==> src/rtl/bcm_scan_pkg.sv <==
// Shared types and helpers for the BCM scan sequencer.
//   scan_state_e    : sequencer FSM states
//   *_DEF           : default configuration (64x32 HUB75, 6 bit-planes)
//   PLANE_BITS      : plane counter width for the default configuration
//   COL_BITS        : column counter width for the default configuration
//   plane_bits()    : plane counter width for any plane count (min 1)
//   col_bits()      : column counter width for any column count (min 1)
//   oe_weight()     : OE on-time of a bit-plane, OE_UNIT << plane
package bcm_scan_pkg;

   typedef enum logic [1:0] {
      IDLE    = 2'd0,
      SHIFT   = 2'd1,
      WAIT_OE = 2'd2,
      LATCH   = 2'd3
   } scan_state_e;

   localparam int unsigned COLUMNS_DEF  = 64;
   localparam int unsigned ROW_BITS_DEF = 4;
   localparam int unsigned PLANES_DEF   = 6;
   localparam int unsigned OE_UNIT_DEF  = 1;

   localparam int unsigned PLANE_BITS = $clog2(PLANES_DEF);
   localparam int unsigned COL_BITS   = $clog2(COLUMNS_DEF);

   function automatic int unsigned plane_bits(input int unsigned planes);
      return (planes > 1) ? $clog2(planes) : 1;
   endfunction

   function automatic int unsigned col_bits(input int unsigned columns);
      return (columns > 1) ? $clog2(columns) : 1;
   endfunction

   // Binary weight of a bit-plane in oscillator clocks.
   function automatic int unsigned oe_weight(input int unsigned oe_unit,
                                             input int unsigned plane);
      return oe_unit << plane;
   endfunction

endpackage

==> src/rtl/bcm_oe_timer.sv <==
// Loadable down-counter timing the output-enable window of the latched plane.
//   clk        : clock
//   rst_n      : asynchronous active-low reset
//   load       : load load_value this cycle (wins over decrement)
//   load_value : new on-time in clocks
//   count      : current remaining on-time (registered)
//   zero       : count == 0 (registered)
module bcm_oe_timer #(
   parameter int unsigned WIDTH = 6
) (
   input  logic             clk,
   input  logic             rst_n,
   input  logic             load,
   input  logic [WIDTH-1:0] load_value,
   output logic [WIDTH-1:0] count,
   output logic             zero
);

   logic [WIDTH-1:0] count_q, count_d;
   logic             zero_q, zero_d;

   // Decrement saturates at zero; a load restarts the window.
   always_comb begin
      count_d = count_q;
      if (load) begin
         count_d = load_value;
      end else if (count_q != '0) begin
         count_d = count_q - 1'b1;
      end
      zero_d = (count_d == '0);
   end

   always_ff @(posedge clk or negedge rst_n) begin
      if (!rst_n) begin
         count_q <= '0;
         zero_q  <= 1'b1;
      end else begin
         count_q <= count_d;
         zero_q  <= zero_d;
      end
   end

   assign count = count_q;
   assign zero  = zero_q;

endmodule

==> src/rtl/bcm_scan_sequencer.sv <==
// HUB75 scan sequencer with binary-code-modulation bit-plane timing.
// The next bit-plane is shifted while the previously latched one is shown.
// Optional macro BCM_SCAN_DIM_EN adds a global dim input (OE >> dim, min 1).
//   clk_in             : root clock
//   reset              : asynchronous active-low reset
//   dim                : (BCM_SCAN_DIM_EN only) on-time right shift, sampled at latch
//   enable             : run request, honoured at plane boundaries
//   column_address     : column being shifted
//   row_address        : row being shifted
//   row_address_active : row latched / on display
//   brightness_mask    : one-hot plane being shifted
//   clk_pixel          : shift clock, panel samples on rising edge
//   row_latch          : one-cycle latch strobe
//   output_enable      : active-high display enable
//   frame_start        : pulse at the row 0 / plane 0 latch
//   busy               : sequencer running or display window still open
module bcm_scan_sequencer
   import bcm_scan_pkg::*;
#(
   parameter  int unsigned COLUMNS  = COLUMNS_DEF,
   parameter  int unsigned ROW_BITS = ROW_BITS_DEF,
   parameter  int unsigned PLANES   = PLANES_DEF,
   parameter  int unsigned OE_UNIT  = OE_UNIT_DEF,
   localparam int unsigned COL_W    = col_bits(COLUMNS),
   localparam int unsigned PLANE_W  = plane_bits(PLANES)
) (
   input  logic                clk_in,
   input  logic                reset,
`ifdef BCM_SCAN_DIM_EN
   input  logic [2:0]          dim,
`endif
   input  logic                enable,
   output logic [COL_W-1:0]    column_address,
   output logic [ROW_BITS-1:0] row_address,
   output logic [ROW_BITS-1:0] row_address_active,
   output logic [PLANES-1:0]   brightness_mask,
   output logic                clk_pixel,
   output logic                row_latch,
   output logic                output_enable,
   output logic                frame_start,
   output logic                busy
);

   localparam int unsigned TIMER_W = $clog2(OE_UNIT * (2 ** (PLANES - 1))) + 1;

   scan_state_e         state_q, state_d;
   logic [COL_W-1:0]    col_q, col_d;
   logic [ROW_BITS-1:0] row_q, row_d;
   logic [ROW_BITS-1:0] row_active_q, row_active_d;
   logic [PLANE_W-1:0]  plane_q, plane_d;
   logic [PLANES-1:0]   mask_q, mask_d;
   logic                pix_q, pix_d;
   logic                latch_q, latch_d;
   logic                oe_q, oe_d;
   logic                frame_q, frame_d;
   logic                busy_q, busy_d;

   int unsigned         weight_c;
   logic                timer_load_c;
   logic [TIMER_W-1:0]  timer_load_value_c;
   logic [TIMER_W-1:0]  timer_count;
   logic                timer_zero;
   logic                timer_next_zero_c;

   // On-time of the plane being latched, optionally dimmed.
   always_comb begin
      weight_c = oe_weight(OE_UNIT, 32'(plane_q));
`ifdef BCM_SCAN_DIM_EN
      weight_c = weight_c >> dim;
      if (weight_c == 0) begin
         weight_c = 1;
      end
`endif
      timer_load_value_c = TIMER_W'(weight_c);
   end

   assign timer_load_c = (state_q == LATCH);

   // Timer value after this edge is zero; a load is always nonzero.
   assign timer_next_zero_c = !timer_load_c &&
                              (timer_zero || (timer_count == TIMER_W'(1)));

   bcm_oe_timer #(
      .WIDTH (TIMER_W)
   ) u_oe_timer (
      .clk        (clk_in),
      .rst_n      (reset),
      .load       (timer_load_c),
      .load_value (timer_load_value_c),
      .count      (timer_count),
      .zero       (timer_zero)
   );

   // Next state, counters, and registered output values.
   always_comb begin
      state_d      = state_q;
      col_d        = col_q;
      row_d        = row_q;
      plane_d      = plane_q;
      row_active_d = row_active_q;
      pix_d        = 1'b0;

      unique case (state_q)
         IDLE: begin
            if (enable) begin
               state_d = SHIFT;
            end
         end
         SHIFT: begin
            if (!pix_q) begin
               pix_d = 1'b1;
            end else if (col_q == COL_W'(COLUMNS - 1)) begin
               col_d   = '0;
               // Skip WAIT_OE when the window closes on this same edge.
               state_d = timer_next_zero_c ? LATCH : WAIT_OE;
            end else begin
               col_d = col_q + 1'b1;
            end
         end
         WAIT_OE: begin
            if (timer_next_zero_c) begin
               state_d = LATCH;
            end
         end
         LATCH: begin
            if (plane_q == PLANE_W'(PLANES - 1)) begin
               plane_d = '0;
               row_d   = row_q + 1'b1;
            end else begin
               plane_d = plane_q + 1'b1;
            end
            state_d = enable ? SHIFT : IDLE;
         end
         default: state_d = IDLE;
      endcase

      latch_d = (state_d == LATCH);
      frame_d = latch_d && (row_q == '0) && (plane_q == '0);
      if (latch_d) begin
         row_active_d = row_q;
      end
      oe_d   = !timer_next_zero_c && !latch_d;
      busy_d = (state_d != IDLE) || !timer_next_zero_c;
      mask_d = PLANES'(1) << plane_d;
   end

   always_ff @(posedge clk_in or negedge reset) begin
      if (!reset) begin
         state_q      <= IDLE;
         col_q        <= '0;
         row_q        <= '0;
         row_active_q <= '0;
         plane_q      <= '0;
         mask_q       <= PLANES'(1);
         pix_q        <= 1'b0;
         latch_q      <= 1'b0;
         oe_q         <= 1'b0;
         frame_q      <= 1'b0;
         busy_q       <= 1'b0;
      end else begin
         state_q      <= state_d;
         col_q        <= col_d;
         row_q        <= row_d;
         row_active_q <= row_active_d;
         plane_q      <= plane_d;
         mask_q       <= mask_d;
         pix_q        <= pix_d;
         latch_q      <= latch_d;
         oe_q         <= oe_d;
         frame_q      <= frame_d;
         busy_q       <= busy_d;
      end
   end

   assign column_address     = col_q;
   assign row_address        = row_q;
   assign row_address_active = row_active_q;
   assign brightness_mask    = mask_q;
   assign clk_pixel          = pix_q;
   assign row_latch          = latch_q;
   assign output_enable      = oe_q;
   assign frame_start        = frame_q;
   assign busy               = busy_q;

endmodule

==> config.mk <==
export PLATFORM = sky130hd
export DESIGN_NAME = bcm_scan_sequencer
export DESIGN_NICKNAME = d
export VERILOG_FILES = /design/src/rtl/bcm_scan_pkg.sv /design/src/rtl/bcm_oe_timer.sv /design/src/rtl/bcm_scan_sequencer.sv
export SDC_FILE = /design/constraint.sdc
export NUM_CORES = 1
export LEC_CHECK = 0
export ABC_CLOCK_PERIOD_IN_PS = 2340
export CELL_PAD_IN_SITES_DETAIL_PLACEMENT = 1
export CELL_PAD_IN_SITES_GLOBAL_PLACEMENT = 2
export CORE_MARGIN = 2
export CORE_UTILIZATION = 34
export CTS_CLUSTER_SIZE = 28
export DETAILED_ROUTE_END_ITERATION = 8
export HOLD_SLACK_MARGIN = 0.05
export PLACE_DENSITY = 0.87
export SYNTH_ARGS = -nofsm -noshare
export SYNTH_HDL_FRONTEND = slang
export SYNTH_SLANG_ARGS = --single-unit
==> constraint.sdc <==
create_clock -name clk_in -period 2.34 [get_ports clk_in]
set_input_delay 0.585 -clock clk_in [delete_from_list [all_inputs] [get_ports clk_in]]
set_output_delay 0.585 -clock clk_in [all_outputs]
set_load 0.005 [all_outputs]
==> flow_metrics.env, run 1 <==
export IMPL_status="completed"
export IMPL_via_per_inst=4.94
export IMPL_internal_power_mw=1.41
export IMPL_area_growth_pct=27.0
export IMPL_clk_pin_slew_ns=0.08
export IMPL_drtIter0Drc=38
export IMPL_clk_latency_ns=0.29
export IMPL_p_sw_mw=0.668
export IMPL_period_needed_ns=1.89
export IMPL_p_leak_nw=0.941
export IMPL_reg2reg_depth=5
export IMPL_p_comb_share_pct=29.7
export IMPL_fin_skew_ns=0.00859
export IMPL_drtPass1Iterations=4
export IMPL_cp_num_cells=1
export IMPL_power_mw=2.08
export IMPL_worstSetupStartpointType="flop"
export IMPL_synth_commonest_cells="dfrtp_1, nand2_1, o21ai_0"
export IMPL_die_h_um=74.9
export IMPL_setup_viol_count_final=0
export IMPL_io_pins=28
export IMPL_synth_most_common_cell="dfrtp_1"
export IMPL_ys_seq_area_share_pct=54.4
export IMPL_cts_buffers=5
export IMPL_async_flop_share_pct=100
export IMPL_grt_pass1_wl_mm=6.39
export IMPL_antenna_left=0
export IMPL_worst_pin_slew_ns=0.479
export IMPL_synth_compound_area_share_pct=9.75
export IMPL_syn_instance_count=157
export IMPL_yosys_register_bits=37
export IMPL_antenna_found_initial=0
export IMPL_required_ns=1.75
export IMPL_synth_top_family_by_area="simple AND/OR/NAND/NOR gates"
export IMPL_ys_warnings_count=0
export IMPL_antenna_cells=0
export IMPL_r2r_start="u_oe_timer.count[3]"
export IMPL_gp_congestion=0.770
export IMPL_path_max_fanout=1
export IMPL_cp_num_buf_inv=1
export IMPL_synth_top_area_share_pct=51.3
export IMPL_timing_rr_end="u_oe_timer.zero"
export IMPL_design_area_sq_mm=0.00217
export IMPL_powerDensity_mw_per_mm2=960
export IMPL_period_share_pct=80.9
export IMPL_rrSetupSlack_ns=0.48
export IMPL_power_clock_fraction_pct=26.0
export IMPL_syn_area_per_cell_sq_um=10.9
export IMPL_cpPeakStageDelay_ns=0.53
export IMPL_grt_max_degree=38
export IMPL_critPathTopFamily="flip-flops"
export IMPL_grt_pass1_vias=1310
export IMPL_cts_root_buf="clkbuf_8"
export IMPL_synth_flop_cell="dfrtp_1"
export IMPL_port_buffers=27
export IMPL_rsz0062_at_grt="no"
export IMPL_peakVddDrop_uv=313
export IMPL_cts_setup_buffers=0
export IMPL_start_util_pct=35.7
export IMPL_synth_edf_count=0
export IMPL_grt_overflow_total=0
export IMPL_hold_viol_final=0
export IMPL_max_freq_mhz=528
export IMPL_rows=25
export IMPL_clock_sinks=37
export IMPL_hold_path_class="flop to flop"
export IMPL_synthDistinctLibCells=41
export IMPL_synthMuxAreaShare_pct=3.23
export IMPL_drv_cap=0
export IMPL_synth_fa_ha_area_share_pct=5.13
export IMPL_syn_num_nets=167
export IMPL_die_area_sq_mm=0.00560
export IMPL_drv_slew=0
export IMPL_crit_arrival_ns=1.31
export IMPL_cts_tree="yes"
export IMPL_drc=0
export IMPL_hold_buffers=0
export IMPL_dpl_cell_area_sq_mm=0.00206
export IMPL_finalWirelength_mm=3.81
export IMPL_synth_cell_area_sq_mm=0.00171
export IMPL_synth_top_area_cell="dfrtp_1"
export IMPL_slowest_stage="dfstp_2"
export IMPL_cts_resized=0
export IMPL_swShare_pct=32.1
export IMPL_max_slew_margin_pct=68.0
export IMPL_die_w_um=74.9
export IMPL_setup_worst_path_start="brightness_mask[0]"
export IMPL_cts_max_level=2
export IMPL_synth_xor_area_share_pct=5.13
export IMPL_core_area_sq_mm=0.00479
export IMPL_drive_gt1_share_pct=12.2
export IMPL_crit_chain="clkdlybuf4s50_1"
export IMPL_critPathCaptureType="primary output"
export IMPL_fin_nets=198
export IMPL_cts_path_max_buffers=2
export IMPL_crit_end="brightness_mask[0]"
export IMPL_layout_area_seq_sq_um=928
export IMPL_track_usage_pct=15.4
export IMPL_multi_input_area_sq_um=724
export IMPL_pwr_share_seq_pct=44.3
export IMPL_num_vias=1264
export IMPL_synth_simple_area_share_pct=19.2
export IMPL_dpl_hpwl_mm=2.84
export IMPL_hold_ws_ns=0.520
export IMPL_criticalPathCategory="flop to primary output"
export IMPL_fillers=535
export IMPL_synth_area_leaders="dfrtp_1, ha_1, xnor2_1"
export IMPL_tns_ns=0
export IMPL_routedWlPerCell_um=14.9
-- worst reg2reg max path: stages (launching register included) --
cell,delay (ns)
dfrtp_1,0.44
nor4_4,0.40
nand2_2,0.14
a31o_1,0.24
or3b_1,0.36
nor4_2,0.17
-- through the flow --
stage	util [%]	worst slack, ns	cells
2_1_floorplan	-	0.651	157
3_3_place_gp	43.0	0.582	248
3_5_place_dp	43.0	0.476	248
4_1_cts	45.3	0.425	256
5_1_grt	45.3	0.319	256
6_report	45.3	0.447	256
-- power groups by stage --
stage	logic [mW]	clock network [mW]	registers [mW]
floorplan	0.385	0	0.906
global placement	0.597	0	0.921
detailed placement	0.625	0	0.937
CTS	0.628	0.560	0.924
global route	0.703	0.590	0.941
finish	0.618	0.542	0.921
-- how the worst min path moves through the flow --
stage	end	depth (start not counted)	slack, ns	start
floorplan	brightness_mask[1]	0	0.29	reset
global placement	column_address[5]	1	0.50	column_address[5]
detailed placement	row_address_active[3]	1	0.51	row_address_active[3]
CTS	row_address_active[3]	1	0.53	row_address_active[3]
global route	row_address_active[3]	1	0.55	row_address_active[3]
finish	row_address_active[3]	1	0.52	row_address_active[3]
-- cell families (layout without fill, tap and decap cells) --
logic type | count (synthesis) | in the layout
and+or+nand+nor | 58 | 58
adders and majority gates | 7 | 7
DFF | 37 | 37
xor gates and xnor gates | 10 | 10
buffers and inverters | 14 | 46
AOI/OAI and AO/OA | 26 | 26
muxes | 5 | 5
-- sequential cells by signal, indices dropped and copies added (netlist names) --
register            flops
u_oe_timer.zero         1
column_address          6
u_oe_timer.count        6
row_address             4
output_enable           1
brightness_mask         6
state_q                 2
plane_q                 3
clk_pixel               1
row_latch               1
busy                    1
frame_start             1
row_address_active      4
-- cells in the final DEF (no fill, tap or decap), types with 4 or more instances in the layout --
master / synthesis / routed
inv_1: 8 / 8
nor3_1: 6 / 6
nand2_1: 17 / 17
nor2_1: 6 / 6
nand3_1: 4 / 4
clkdlybuf4s50_1: 0 / 27
nand4_1: 4 / 4
mux2_2: 4 / 4
ha_1: 7 / 7
o21ai_0: 13 / 13
dfrtp_1: 35 / 35
clkbuf_8: 0 / 5
xnor2_1: 8 / 8
-- layout make-up --
cell class	count	area share [%]
clock inverter	2	1.62
inverter	8	1.39
multi-input combinational	106	33.4
clock buffer	6	3.35
tap	67	3.87
timing repair buffer	30	13.5
sequential	37	42.8
-- per-layer routing --
metal / vias up / global-route usage, % / wire [um] / share of wire, %
met3: 5 / 3.61 / 111 / 2.9
met1: 636 / 18.9 / 1700 / 45
met2: 19 / 25.8 / 1960 / 51
li1: 604 / - / - / -
met4: 0 / 6.55 / 44 / 1.2
met5: - / 0 / 0 / 0
No activity file was read; power rests on OpenSTA's default activity.
==> inputs of run 2 (changes only) <==
--- a/config.mk
+++ b/config.mk
@@ -5,15 +5,15 @@
 export SDC_FILE = /design/constraint.sdc
 export NUM_CORES = 1
 export LEC_CHECK = 0
-export ABC_CLOCK_PERIOD_IN_PS = 2340
+export ABC_CLOCK_PERIOD_IN_PS = 1700
 export CELL_PAD_IN_SITES_DETAIL_PLACEMENT = 1
 export CELL_PAD_IN_SITES_GLOBAL_PLACEMENT = 2
 export CORE_MARGIN = 2
-export CORE_UTILIZATION = 34
+export CORE_UTILIZATION = 30
 export CTS_CLUSTER_SIZE = 28
 export DETAILED_ROUTE_END_ITERATION = 8
 export HOLD_SLACK_MARGIN = 0.05
-export PLACE_DENSITY = 0.87
+export PLACE_DENSITY = 0.82
 export SYNTH_ARGS = -nofsm -noshare
 export SYNTH_HDL_FRONTEND = slang
 export SYNTH_SLANG_ARGS = --single-unit
==> constraint.sdc (replaced) <==
create_clock -name clk_in -period 1.7 [get_ports clk_in]
set_input_delay 0.425 -clock clk_in [delete_from_list [all_inputs] [get_ports clk_in]]
set_output_delay 0.425 -clock clk_in [all_outputs]
set_load 0.005 [all_outputs]
==> run 2 against run 1 <==
  * The flow now finishes with violations (setup timing)
  * Count of clock-buffer cells in the layout down 1
  * Largest power group unchanged
  * Sequential share of layout area down 4.1 points
  * Critical path depth up 4
==> flow_metrics.env, run 2 (synthesis results as in run 1) <==
export IMPL_hold_viol_final=0
export IMPL_criticalPathCategory="flop to flop"
export IMPL_critPathCaptureType="flop"
export IMPL_final_common_cell="dfrtp_1"
export IMPL_antenna_cells=0
export IMPL_powerDensity_mw_per_mm2=1320
export IMPL_period_share_pct=104
export IMPL_die_h_um=79.4
export IMPL_drv_slew=0
export IMPL_utilization_pct=43.6
export IMPL_max_slew_margin_pct=69.8
export IMPL_internal_power_mw=2.14
export IMPL_slowest_stage="dfrtp_1"
export IMPL_violations="setup timing"
export IMPL_finalWirelength_mm=4.27
export IMPL_drtPass1Iterations=4
export IMPL_io_pins=28
export IMPL_hold_buffers=0
export IMPL_dp_slack_ns=-0.0460
export IMPL_routedWlPerCell_um=15.1
export IMPL_p_sw_mw=1.04
export IMPL_hold_path_class="primary input to async pin"
export IMPL_start_util_pct=31.0
export IMPL_rows=27
export IMPL_grt_pass1_wl_mm=6.69
export IMPL_status="complete, but fails checks"
export IMPL_power_clock_fraction_pct=24.3
export IMPL_drc=0
export IMPL_setup_viol_count_final=5
export IMPL_power_mw=3.18
export IMPL_area_growth_pct=40.8
export IMPL_clk_pin_slew_ns=0.08
export IMPL_num_vias=1336
export IMPL_rsz0062_at_grt="yes"
export IMPL_antenna_found_initial=0
export IMPL_die_area_sq_mm=0.00631
export IMPL_cts_max_level=2
export IMPL_period_needed_ns=1.76
export IMPL_grt_max_degree=21
export IMPL_final_cell_mix="dfrtp_1, buf_4, clkdlybuf4s50_1, nand2_1, o21ai_0"
export IMPL_drive_gt1_share_pct=26.1
export IMPL_dpl_hpwl_mm=2.92
export IMPL_tns_ns=-0.142
export IMPL_via_per_inst=4.72
export IMPL_p_comb_share_pct=37.2
export IMPL_fin_nets=220
export IMPL_antenna_left=0
export IMPL_cts_tree="yes"
export IMPL_cpPeakStageDelay_ns=0.43
export IMPL_die_w_um=79.4
export IMPL_worst_slack_ns=-0.0646
export IMPL_swShare_pct=32.7
export IMPL_cts_root_buf="clkbuf_8"
export IMPL_drv_cap=0
export IMPL_grt_overflow_total=0
export IMPL_worstSetupStartpointType="flop"
export IMPL_core_area_sq_mm=0.00551
export IMPL_path_max_fanout=4
export IMPL_worst_pin_slew_ns=0.452
export IMPL_cts_path_max_buffers=2
export IMPL_port_buffers=27
export IMPL_grt_pass1_vias=1406
export IMPL_pwr_share_seq_pct=38.5
export IMPL_peakVddDrop_uv=478
export IMPL_drtIter0Drc=42
export IMPL_required_ns=1.91
export IMPL_clock_sinks=37
export IMPL_crit_chain="nor4_4 -> nand2_2 -> a31o_1 -> or3b_1 -> nor4_2"
export IMPL_cts_buffers=5
export IMPL_gp_congestion=0.806
export IMPL_clk_latency_ns=0.29
export IMPL_p_leak_nw=1.11
export IMPL_track_usage_pct=13.7
export IMPL_max_freq_mhz=567
export IMPL_fin_skew_ns=0.00667
export IMPL_crit_arrival_ns=1.97
export IMPL_reg2reg_depth=5
run 2: changes by cell type in the layout (fill, tap and decap cells not counted), moves of 3 or more:
cell / change
buf_4: +20
clkdlybuf4s50_1: -6
dfrtp_1: -3
dfrtp_2: +3
dlymetal6s2s_1: +4
mux2_2: -4
mux2_4: +4
run 2: worst paths after layout:
check / startpoint / endpoint / slack [ns]
max: u_oe_timer.count[2] / u_oe_timer.zero / -0.06
min: reset / row_address_active[0] / 0.07
max reg2reg: u_oe_timer.count[2] / u_oe_timer.zero / -0.06
min reg2reg: row_address_active[3] / row_address_active[3] / 0.52
max in group asynchronous: reset / u_oe_timer.zero / 1.09
min in group clk_in: row_address_active[3] / row_address_active[3] / 0.52
run 2: worst max-delay path: cells and delay by family, from the launching register on:
kind / cells / cell delay [ns]
DFF: 1 / 0.43
AOI/OAI and AO/OA: 1 / 0.25
and+or+nand+nor: 4 / 1.00
run 2: cell type report:
type,instances,area (sq um)
Fill cell,620,3100
Clock buffer,5,68.8
Inverter,8,30.0
Clock inverter,3,46.3
Sequential cell,37,932
Multi-Input combinational cell,106,758
Timing Repair Buffer,52,478
Tap cell,72,90.1
run 2: through the flow:
step / cell area, sq um / hold WS, ns / instances
floorplan: 1710 / 0.129 / 157
global placement: 2170 / 0.392 / 266
detailed placement: 2170 / 0.399 / 266
CTS: 2310 / 0.0753 / 276
global route: 2400 / 0.0863 / 283
finish: 2400 / 0.0696 / 283
run 2: repair_timing:
item / in CTS / in global routing
buffers inserted: 2 / 7
pin swaps: 0 / 3
gates resized for setup: 3 / 16
endpoints found under the setup margin: 5 / 14
endpoints found under the hold margin: 0 / 0
run 2: power groups by stage:
stage          Combinational, mW  Sequential (mW)  Clock [mW]
2_1_floorplan              0.531             1.25           0
3_3_place_gp                1.01             1.25           0
3_5_place_dp                1.02             1.26           0
4_1_cts                     1.09             1.22       0.815
5_1_grt                     1.31             1.24       0.848
6_report                    1.18             1.22       0.774
run 2: layer usage:
metal / vias up / part of all wire [%] / track usage (%)
met5: - / 0 / 0
met4: 0 / 0.84 / 4.66
met3: 3 / 2.4 / 3.51
met2: 23 / 51 / 22.5
met1: 659 / 46 / 17.6
li1: 651 / - / -
==> RTL change 1 (config.mk and constraints of run 1) <==
Change the package constant `ROW_BITS_DEF` from 4 to 3.
--- a/src/rtl/bcm_scan_pkg.sv
+++ b/src/rtl/bcm_scan_pkg.sv
@@ -17,5 +17,5 @@
 
    localparam int unsigned COLUMNS_DEF  = 64;
-   localparam int unsigned ROW_BITS_DEF = 4;
+   localparam int unsigned ROW_BITS_DEF = 3;
    localparam int unsigned PLANES_DEF   = 6;
    localparam int unsigned OE_UNIT_DEF  = 1;
Ports: changed (resized row_address and row_address_active); port bits go from 28 to 26. No check against the original RTL was run, so the function may have changed too.
==> RTL change 1 against run 1 <==
- final area fell by 4.7%
- routed wire length fell by 6.0%
- hold slack got worse by 28 ps
- non-clock buffer count fell by 4
- worst setup slack improved by 3.7 ps
- area after synthesis fell by 2.9%
- sequential share of layout area fell by 0.30 points
- total power fell by 7.6%
- largest cell class unchanged
- sequential cell count fell by 2
- largest power group unchanged
- critical path depth did not move
- fmax rose by 0.20%
==> RTL change 1: results (changes against run 1) <==
====================================================================================================
Status                                                                                     completed   unchanged
Leakage dissipation                                                                         0.907 nW   was 0.941 nW
Wire length per cell                                                                         14.3 um   was 14.9 um
Iter 0 DRT Violations                                                                             57   was 38
Placer congestion estimate                                                                     0.797   was 0.770
PwrDens                                                                                  932 nW/um^2   was 960 nW/um^2
Largest stage delay on the critical path                                                      550 ps   was 530 ps
Leading post-synthesis cells by instance count                                          dfrtp_1 (33), nand2_1 (16), nor2_1 (10), o21ai_0 (8)   was dfrtp_1 (35), nand2_1 (17), o21ai_0 (13), inv_1 (8), xnor2_1 (8)
Start point of the worst min-delay path                                                    clk_pixel   was row_address_active[3]
Most area-consuming cells after synthesis                                               dfrtp_1 (50%), ha_1 (5.3%), nand2_1 (3.6%)   was dfrtp_1 (51%), ha_1 (5.1%), xnor2_1 (4.1%)
Via Count                                                                                      1,223   was 1,264
Final net count                                                                                  192   was 198
Instance area at placement                                                                 1980 um^2   was 2060 um^2
Number of nets in the synthesized netlist                                                        164   was 167
Max Clock Skew                                                                               7.93 ps   was 8.59 ps
Cell variety after synth                                                                          43   was 41
FF-to-FF Start                                                                          column_address[0]   was u_oe_timer.count[3]
Peak fanout along the critical path                                                                7   was 1
Cell family with most CP delay                                                          buffers and inverters   was flip-flops
Crit path from                                                                          column_address[3]   was brightness_mask[0]
Placed wire-length estimate                                                                  2650 um   was 2840 um
Maximum number of pins on one net before global-route repair                                      36   was 38
Clock-pin slew reported for the worst setup and hold paths after clock tree synthesis          80 ps   about the same
Sequential area share after synthesis                                                          53.0%   was 54.4%
Vias in the first global route                                                                 1,323   was 1,310
Slowest stage cell on the critical path                                                 clkdlybuf4s50_1   was dfstp_2
Aggregate global-route resource usage                                                          14.6%   was 15.4%
Maximum ir drop on the vdd rail                                                             0.455 mV   was 0.313 mV
Count of port buffers added during placement                                                      25   was 27
Proportion of layout cells with a drive suffix above 1                                         12.0%   was 12.2%
====================================================================================================
-- RTL change 1: logic make-up (layout without fill, tap and decap cells) --
group / Yosys count / after routing / share of synthesized area [%]
xor gates and xnor gates: 10 / 10 / 5.28
adders and majority gates: 7 / 7 / 5.28
DFF: 35 / 35 / 53.0
and+or+nand+nor: 57 / 57 / 20.2
muxes: 4 / 4 / 2.64
buffers and inverters: 13 / 42 / 3.25
AOI/OAI and AO/OA: 28 / 28 / 10.4
-- RTL change 1: area by class of cell --
cell class	instances	area share, %
Sequential cell	35	42.5
Multi-Input combinational cell	106	35.2
Timing Repair Buffer	26	12.5
Tap cell	67	4.06
Clock buffer	5	3.33
Inverter	8	1.45
Clock inverter	3	0.970
-- RTL change 1: metrics by stage --
step	std cells	setup WS (ps)
2_1_floorplan	154	724
3_3_place_gp	242	611
3_5_place_dp	242	537
4_1_cts	250	440
5_1_grt	250	331
6_report	250	451
-- RTL change 1: report_power, final --
part	switching, W	internal (W)	leakage, nW
registers	0.000152	0.000735	0.443
clock network	0.000227	0.000207	0.0402
logic	0.000289	0.000313	0.424
-- RTL change 1: final timing paths --
path                                          to  cells past startpoint  slack, ps
setup / recovery               column_address[3]                      1        450
hold / removal                         clk_pixel                      1        490
setup reg to reg           row_address_active[1]                      6        510
hold reg to reg                        clk_pixel                      1        490
max in group asynchronous     brightness_mask[0]                      2       1290
min in group asynchronous                   busy                      2        710
-- RTL change 1: per-layer routing --
layer  GRT usage [%]  part of all wire, %  wire (um)  vias to the layer above
li1                -                    -          -                      585
met1            19.4                   49       1750                      610
met2            23.2                   47       1670                       23
met3            3.98                  3.8        136                        5
met4            4.24                 0.81         29                        0
met5               0                    0          0                        -
==> RTL change 2 (config.mk and constraints of run 1) <==
Without the edit above. Re-encode `scan_state_e` (4 states) as Gray code, 2 bits wide.
--- a/src/rtl/bcm_scan_pkg.sv
+++ b/src/rtl/bcm_scan_pkg.sv
@@ -10,8 +10,8 @@
 
    typedef enum logic [1:0] {
-      IDLE    = 2'd0,
-      SHIFT   = 2'd1,
-      WAIT_OE = 2'd2,
-      LATCH   = 2'd3
+      IDLE    = 2'b00,
+      SHIFT   = 2'b01,
+      WAIT_OE = 2'b11,
+      LATCH   = 2'b10
    } scan_state_e;
 
Behaviour: no difference found for any inputs over 10 cycles, from zero or initial values and one cycle with reset low; not proved beyond that.
==> RTL change 2 against run 1 <==
- global-route usage fell by 0.37 points
- clock power rose by 4.8%
- cell count fell by 2.0%
- final area did not move
- routed wire length fell by 4.7%
- hold slack got worse by 7.9 ps
- worst setup slack got worse by 120 ps
- utilization rose by 0.30 points
- synthesized cell count fell by 3.8%
- sequential cell count did not move
- total power fell by 0.27%
- area after synthesis fell by 0.51%
- largest power group unchanged
==> RTL change 2: results (changes against run 1) <==
====================================================================================
Slowest stage cell on the critical path                                        or4_1   was dfstp_2
Peak fanout along the critical path                                                3   was 1
Status                                                                     completed   unchanged
Multiplexer area fraction after synthesis                                      3.83%   was 3.23%
Crit path from                                                          u_oe_timer.count[0]   was brightness_mask[0]
Slew headroom                                                                  63.6%   was 68.0%
Routed WL                                                                    3630 um   was 3810 um
Vias in the first global route                                                 1,305   was 1,310
Worst-case hold slack                                                         512 ps   was 520 ps
Compound-Gate Fraction of Synth Area                                           7.96%   was 9.75%
Max Clock Skew                                                               7.13 ps   was 8.59 ps
Synth Area in Adders                                                           5.16%   was 5.13%
Register-to-Register Path Depth                                                    7   was 5
Most area-consuming cells after synthesis                               dfrtp_1 (52%), ha_1 (5.2%), xnor2_1 (4.1%)   was dfrtp_1 (51%), ha_1 (5.1%), xnor2_1 (4.1%)
Clk. pwr                                                                  0.000568 W   was 0.000542 W
Maximum ir drop on the vdd rail                                             0.338 mV   was 0.313 mV
Comb power frac                                                                29.5%   was 29.7%
Worst hold path endpoint                                                row_address_active[0]   was row_address_active[3]
Total of fill cells in the finished design                                       544   was 535
Via Count                                                                      1,197   was 1,264
Leading post-synthesis cells by instance count                          dfrtp_1 (35), nand2_1 (13), nor2_1 (12), xnor2_1 (8)   was dfrtp_1 (35), nand2_1 (17), o21ai_0 (13), inv_1 (8), xnor2_1 (8)
Parity-gate share of the synthesized area counting xor and xnor cells          5.16%   was 5.13%
Category of the worst setup path capture point                              register   was output port
Max Freq                                                                     498 MHz   was 528 MHz
Final-layout non-clock buffer area share                                       13.2%   was 13.5%
Multi-input gate area                                                       723 um^2   was 724 um^2
Placed wire-length estimate                                                  2760 um   was 2840 um
Iter 0 DRT Violations                                                             17   was 38
Power Total                                                                0.00208 W   about the same
Count of multi-input gates                                                       103   was 106
Number of nets in the synthesized netlist                                        161   was 167
Proportion of total power due to net switching                                 31.4%   was 32.1%
Inverter count of the layout excluding clock inverters                             7   was 8
Start point of the worst min-delay path                                 row_address_active[0]   was row_address_active[3]
====================================================================================
## RTL change 2: changes by cell type after synthesis, sizes merged, moves of 2 or more
cell,change
buf,+3
nor3,+2
o21ai,-8
nand4,-2
nor2b,+2
clkbuf,-5
o31ai,+4
nand2,-5
a31oi,-2
nor2,+6
## RTL change 2: routing by layer
| layer | routed length, um | up-vias | track usage (%) |
|---|---|---|---|
| met4 | 45 | 0 | 4.76 |
| met1 | 1690 | 589 | 19.7 |
| met3 | 89 | 5 | 3.75 |
| li1 | - | 585 | - |
| met5 | 0 | - | 0 |
| met2 | 1810 | 18 | 24.6 |
## RTL change 2: through the flow
step	util, %	std cells	area (um^2)
2_1_floorplan	-	151	1700
3_3_place_gp	43.1	243	2050
3_5_place_dp	43.1	243	2050
4_1_cts	45.6	251	2170
5_1_grt	45.6	251	2170
6_report	45.6	251	2170
